===== config.mk =====
export PLATFORM = sky130hd
export DESIGN_NAME = zion_basic_circuit_lib_skid_reg
export DESIGN_NICKNAME = d
export VERILOG_FILES = /design/src/rtl/zion_basic_circuit_lib_skid_reg.sv
export SDC_FILE = /design/constraint.sdc
export NUM_CORES = 1
export LEC_CHECK = 0
export CAP_MARGIN = 15
export CELL_PAD_IN_SITES_DETAIL_PLACEMENT = 1
export CELL_PAD_IN_SITES_GLOBAL_PLACEMENT = 2
export CORE_MARGIN = 2
export CORE_UTILIZATION = 30
export DETAILED_ROUTE_END_ITERATION = 16
export PLACE_DENSITY_LB_ADDON = 0.1
export SETUP_SLACK_MARGIN = 0.2
export SKIP_CTS_REPAIR_TIMING = 1
export SYNTH_ARGS = -nofsm -noshare
export SYNTH_HDL_FRONTEND = slang
export SYNTH_SLANG_ARGS = --single-unit

===== constraint.sdc =====
create_clock -name clk -period 2.2 [get_ports clk]
set_clock_uncertainty 0.1 [all_clocks]
set_input_delay 0.44 -clock clk [delete_from_list [all_inputs] [get_ports clk]]
set_output_delay 0.44 -clock clk [all_outputs]
set_load 0.005 [all_outputs]

===== src/rtl/zion_basic_circuit_lib_skid_reg.sv =====
// Valid/ready pipeline register with a one-entry skid buffer; every output comes straight from a flop.
// A companion checker module holds the simulation-only protocol properties.

module zion_basic_circuit_lib_skid_reg #(
    parameter int unsigned             WIDTH    = 8,
    parameter logic [WIDTH-1:0]        INI_DATA = '0
) (
    input  logic             clk,
    input  logic             rst_n,
    input  logic             iClr,
    input  logic             iVld,
    output logic             oRdy,
    input  logic [WIDTH-1:0] iDat,
    output logic             oVld,
    input  logic             iRdy,
    output logic [WIDTH-1:0] oDat,
    output logic             oFull
);

    typedef enum logic [1:0] {
        ST_EMPTY = 2'd0,
        ST_ONE   = 2'd1,
        ST_FULL  = 2'd2
    } state_t;

    state_t           state_r;
    logic [WIDTH-1:0] main_r;
    logic [WIDTH-1:0] skid_r;
    logic             vld_r;
    logic             rdy_r;
    logic             full_r;
    logic             acc_s;
    logic             tk_s;

    assign acc_s = iVld & rdy_r;
    assign tk_s  = vld_r & iRdy;

    // Flow-control FSM; status outputs are registered alongside the state they describe.
    always_ff @(posedge clk or negedge rst_n) begin
        if (!rst_n) begin
            state_r <= ST_EMPTY;
            main_r  <= INI_DATA;
            skid_r  <= INI_DATA;
            vld_r   <= 1'b0;
            rdy_r   <= 1'b0;
            full_r  <= 1'b0;
        end else if (iClr) begin
            state_r <= ST_EMPTY;
            main_r  <= INI_DATA;
            skid_r  <= INI_DATA;
            vld_r   <= 1'b0;
            rdy_r   <= 1'b1;
            full_r  <= 1'b0;
        end else begin
            case (state_r)
                ST_EMPTY: begin
                    rdy_r <= 1'b1;
                    if (acc_s) begin
                        main_r  <= iDat;
                        vld_r   <= 1'b1;
                        state_r <= ST_ONE;
                    end else begin
                        vld_r   <= 1'b0;
                    end
                end
                ST_ONE: begin
                    if (acc_s && tk_s) begin
                        main_r  <= iDat;
                        rdy_r   <= 1'b1;
                    end else if (acc_s) begin
                        // Consumer stalled: park the new beat so the head stays put.
                        skid_r  <= iDat;
                        full_r  <= 1'b1;
                        rdy_r   <= 1'b0;
                        state_r <= ST_FULL;
                    end else if (tk_s) begin
                        vld_r   <= 1'b0;
                        rdy_r   <= 1'b1;
                        state_r <= ST_EMPTY;
                    end else begin
                        rdy_r   <= 1'b1;
                    end
                end
                ST_FULL: begin
                    if (tk_s) begin
                        main_r  <= skid_r;
                        full_r  <= 1'b0;
                        rdy_r   <= 1'b1;
                        state_r <= ST_ONE;
                    end else begin
                        rdy_r   <= 1'b0;
                    end
                end
                default: begin
                    state_r <= ST_EMPTY;
                    main_r  <= INI_DATA;
                    skid_r  <= INI_DATA;
                    vld_r   <= 1'b0;
                    rdy_r   <= 1'b1;
                    full_r  <= 1'b0;
                end
            endcase
        end
    end

    assign oRdy  = rdy_r;
    assign oVld  = vld_r;
    assign oDat  = main_r;
    assign oFull = full_r;

    zion_basic_circuit_lib_skid_reg_chk #(
        .WIDTH (WIDTH)
    ) u_chk (
        .clk   (clk),
        .rst_n (rst_n),
        .oRdy  (rdy_r),
        .oVld  (vld_r),
        .oFull (full_r)
    );

endmodule

// Protocol properties of the skid register, evaluated in simulation only.
module zion_basic_circuit_lib_skid_reg_chk #(
    parameter int unsigned WIDTH = 8
) (
    input logic clk,
    input logic rst_n,
    input logic oRdy,
    input logic oVld,
    input logic oFull
);

    a_width_ok: assert property (@(posedge clk) WIDTH >= 32'd1)
        else $error("skid_reg: WIDTH must be at least 1");

    a_full_not_rdy: assert property (@(posedge clk) disable iff (!rst_n) !(oFull && oRdy))
        else $error("skid_reg: oFull and oRdy both high");

    a_full_implies_vld: assert property (@(posedge clk) disable iff (!rst_n) (!oFull || oVld))
        else $error("skid_reg: oFull without oVld");

endmodule


==> metrics <==
Syn. warnings=0; core area=about 3700 sq um; Max FO, Critical Path=16; status=finished, final reports clean; Leakage Power=0.675 nW; Post-Synthesis Cells=130; setup_tns=0 ps; worst r2r src=state_r[1]; Seq pwr share=34.4%; DRC errors left=0; Post-Synth XOR/XNOR Area=0%; worst-case reg-to-reg path depth=7; Reg-to-Reg End=skid_r[1]; Iteration-0 DRC Markers=55; post-synth net total=148; Initial Util=31.9%; io pins=24; most frequent cells in the layout=clkdlybuf4s50_1 (23), dfrtp_1 (20), nand2_1 (19); reg-to-reg slack, setup=approximately 340 ps; First-pass DRT Iterations=4; Area Overhead vs Synth=35.5%; wirelength, routed=3370 um; Vias=1,083; fmax=538 MHz; min Tclk post-route=1860 ps; Placed Cells=~210; first-pass GRT wire length=5710 um; Synth Area in Compound Gates=25.9%; GRT Total Usage=16.9%; n_diodes=0; CTS Buf Count=3; GPL Wtd Cong=0.794; total grt overflow=0; hold depth=1; placed instance area=1550 sq um; Slew @ Worst Pin=368 ps; worst rel slew slack=75.3%; # setup viols final=0; clock tree buffer depth=2; Synth Area in Simple Gates=14.2%; final non-filler cell total=about 210; Vias/cell=between 5 and 6; Arr. time, crit path=roughly 1900 ps; Sw Ratio=35.9%; H-Tree Depth=1; main combinational cell family by area after synthesis=compound AO/OA/AOI/OAI gates; WS Path Type=register to register; part of the power in combinational logic=50.7%; Mean Syn Cell Area=9.18 sq um; Die Footprint=4500 sq um; Mapped Area=around 1200 sq um; Switch Pwr=roughly 0.61 mW; register area share after synthesis=44.0%; antenna violations before repair=0; Setup crit start kind=register; leading cell type in the layout, fill and taps excluded=clkdlybuf4s50_1; clock share of power=14.9%; worst skew pair latency=260 ps; layout cell share with drive strength beyond 1=14.7%; internal power=between 1 and 1.5 mW; maximum number of pins on one net before global-route repair=22; Die Ht=67.1 um; hold slack=between 400 and 500 ps; Post-DRT Antenna Nets=0; beginning of the worst hold path=oFull; drt wl/cell=16.0 um; endpoints failing hold=0; post-route cell area=1620 sq um; IR drop worst, VDD=around 0.00051 V; Worst setup EP type=register; Die W=67.1 um; end of the worst hold path=oFull; Post-Synth Adder-Cell Area=5.24%; clock root cell=clkbuf_8; hpwl dp=2440 um; number of global-route vias before repair=1,131; Final Max Tran Viols=0; mux share of post-synthesis cell area=7.65%; TritonCTS clock tree=yes; Netlist cell types=27; TritonCTS Sinks=21; filler instances=roughly 450; fin nets=182; WP data required=2260 ps; clk slew on worst S/H paths=80 ps; count of input and output buffers=23; Worst Hold Class=register to register; #FFs+latches synth=21; FP Rows=22; Power Density=approximately 1100 nW/um^2; Maximum Capacitance Violations=0; unrepaired setup endpoints after global routing=false; fin crit share=84.4%
==> through the flow <==
stage          util, %  total power, mW  setup WS (ps)
3_5_place_dp      41.4             1.44           70.5
3_3_place_gp      41.4             1.43           73.6
6_report          43.2             1.70            343
2_1_floorplan        -             1.04            278
5_1_grt           43.2             1.84            211
4_1_cts           42.6             1.70            232
==> registers in the layout, indices dropped and copies added (netlist names) <==
signal,flops
oFull,1
oVld,1
oRdy,1
state_r,2
oDat,8
skid_r,8
==> critical path: stages, from the launching register on <==
cell	delay, ps
dfrtp_1	420
inv_1	120
ha_1	270
a21bo_2	270
a21oi_1	150
buf_4	220
o21ai_0	110
o31ai_1	80
==> cells by family after synthesis <==
logic type / count (synthesis)
simple gates: 39
flops: 21
compound gates: 47
buf+inv: 9
fa+ha+maj: 5
mux: 9
==> per-layer routing <==
layer	vias to the layer above	wire length, um	global-route usage [%]
met3	2	120	4.22
met2	16	1510	24.8
met1	535	1720	24.7
met4	0	22	3.83
met5	-	0	0
li1	530	-	-
==> worst max path at each step <==
stage | from | endpoint | slack, ps | depth (start not counted)
after floorplan | state_r[0] | state_r[1] | 280 | 7
after global placement | iVld | oDat[3] | 70 | 6
after detailed placement | iVld | oDat[6] | 70 | 6
after CTS | state_r[1] | oVld | 230 | 6
after global routing | state_r[1] | oVld | 210 | 6
final | state_r[1] | skid_r[1] | 340 | 7
==> power groups by stage <==
stage | sequential [mW] | combinational, mW | clock, mW
after floorplan | 0.577 | 0.464 | 0
after global placement | 0.586 | 0.840 | 0
final | 0.586 | 0.863 | 0.254
after global routing | 0.605 | 0.957 | 0.278
after CTS | 0.585 | 0.854 | 0.263
after detailed placement | 0.591 | 0.846 | 0
==> Yosys cell counts <==
cell | instances | area share (%)
a211oi_1 | 1 | 0.63
a21bo_2 | 1 | 0.84
a21boi_0 | 2 | 1.3
a21oi_1 | 10 | 4.2
a221oi_4 | 1 | 2.2
a22o_1 | 1 | 0.73
a2bb2oi_1 | 1 | 0.73
a31oi_1 | 2 | 1.0
a32o_1 | 2 | 1.7
buf_1 | 1 | 0.31
buf_2 | 2 | 0.84
clkbuf_1 | 4 | 1.3
dfrtp_1 | 21 | 44
ha_1 | 5 | 5.2
inv_1 | 2 | 0.63
mux2_2 | 1 | 0.94
mux2i_1 | 8 | 6.7
nand2_1 | 19 | 6.0
nand2b_1 | 1 | 0.52
nand3_1 | 1 | 0.42
nand4_1 | 1 | 0.52
nor2_1 | 11 | 3.5
nor2b_1 | 4 | 2.1
nor3_1 | 1 | 0.42
o21ai_0 | 18 | 7.5
o31ai_1 | 8 | 5.0
or3b_2 | 1 | 0.73
==> cell type report <==
type | count | area, sq um | area share [%]
Multi-Input combinational cell | 100 | 637 | 39.4
Sequential cell | 21 | 527 | 32.6
Timing Repair Buffer | 36 | 340 | 21.0
Tap cell | 48 | 60.1 | 3.71
Clock buffer | 3 | 41.3 | 2.55
Inverter | 2 | 7.51 | 0.464
Clock inverter | 1 | 5.00 | 0.309
Power figures use the tool's default switching activity.
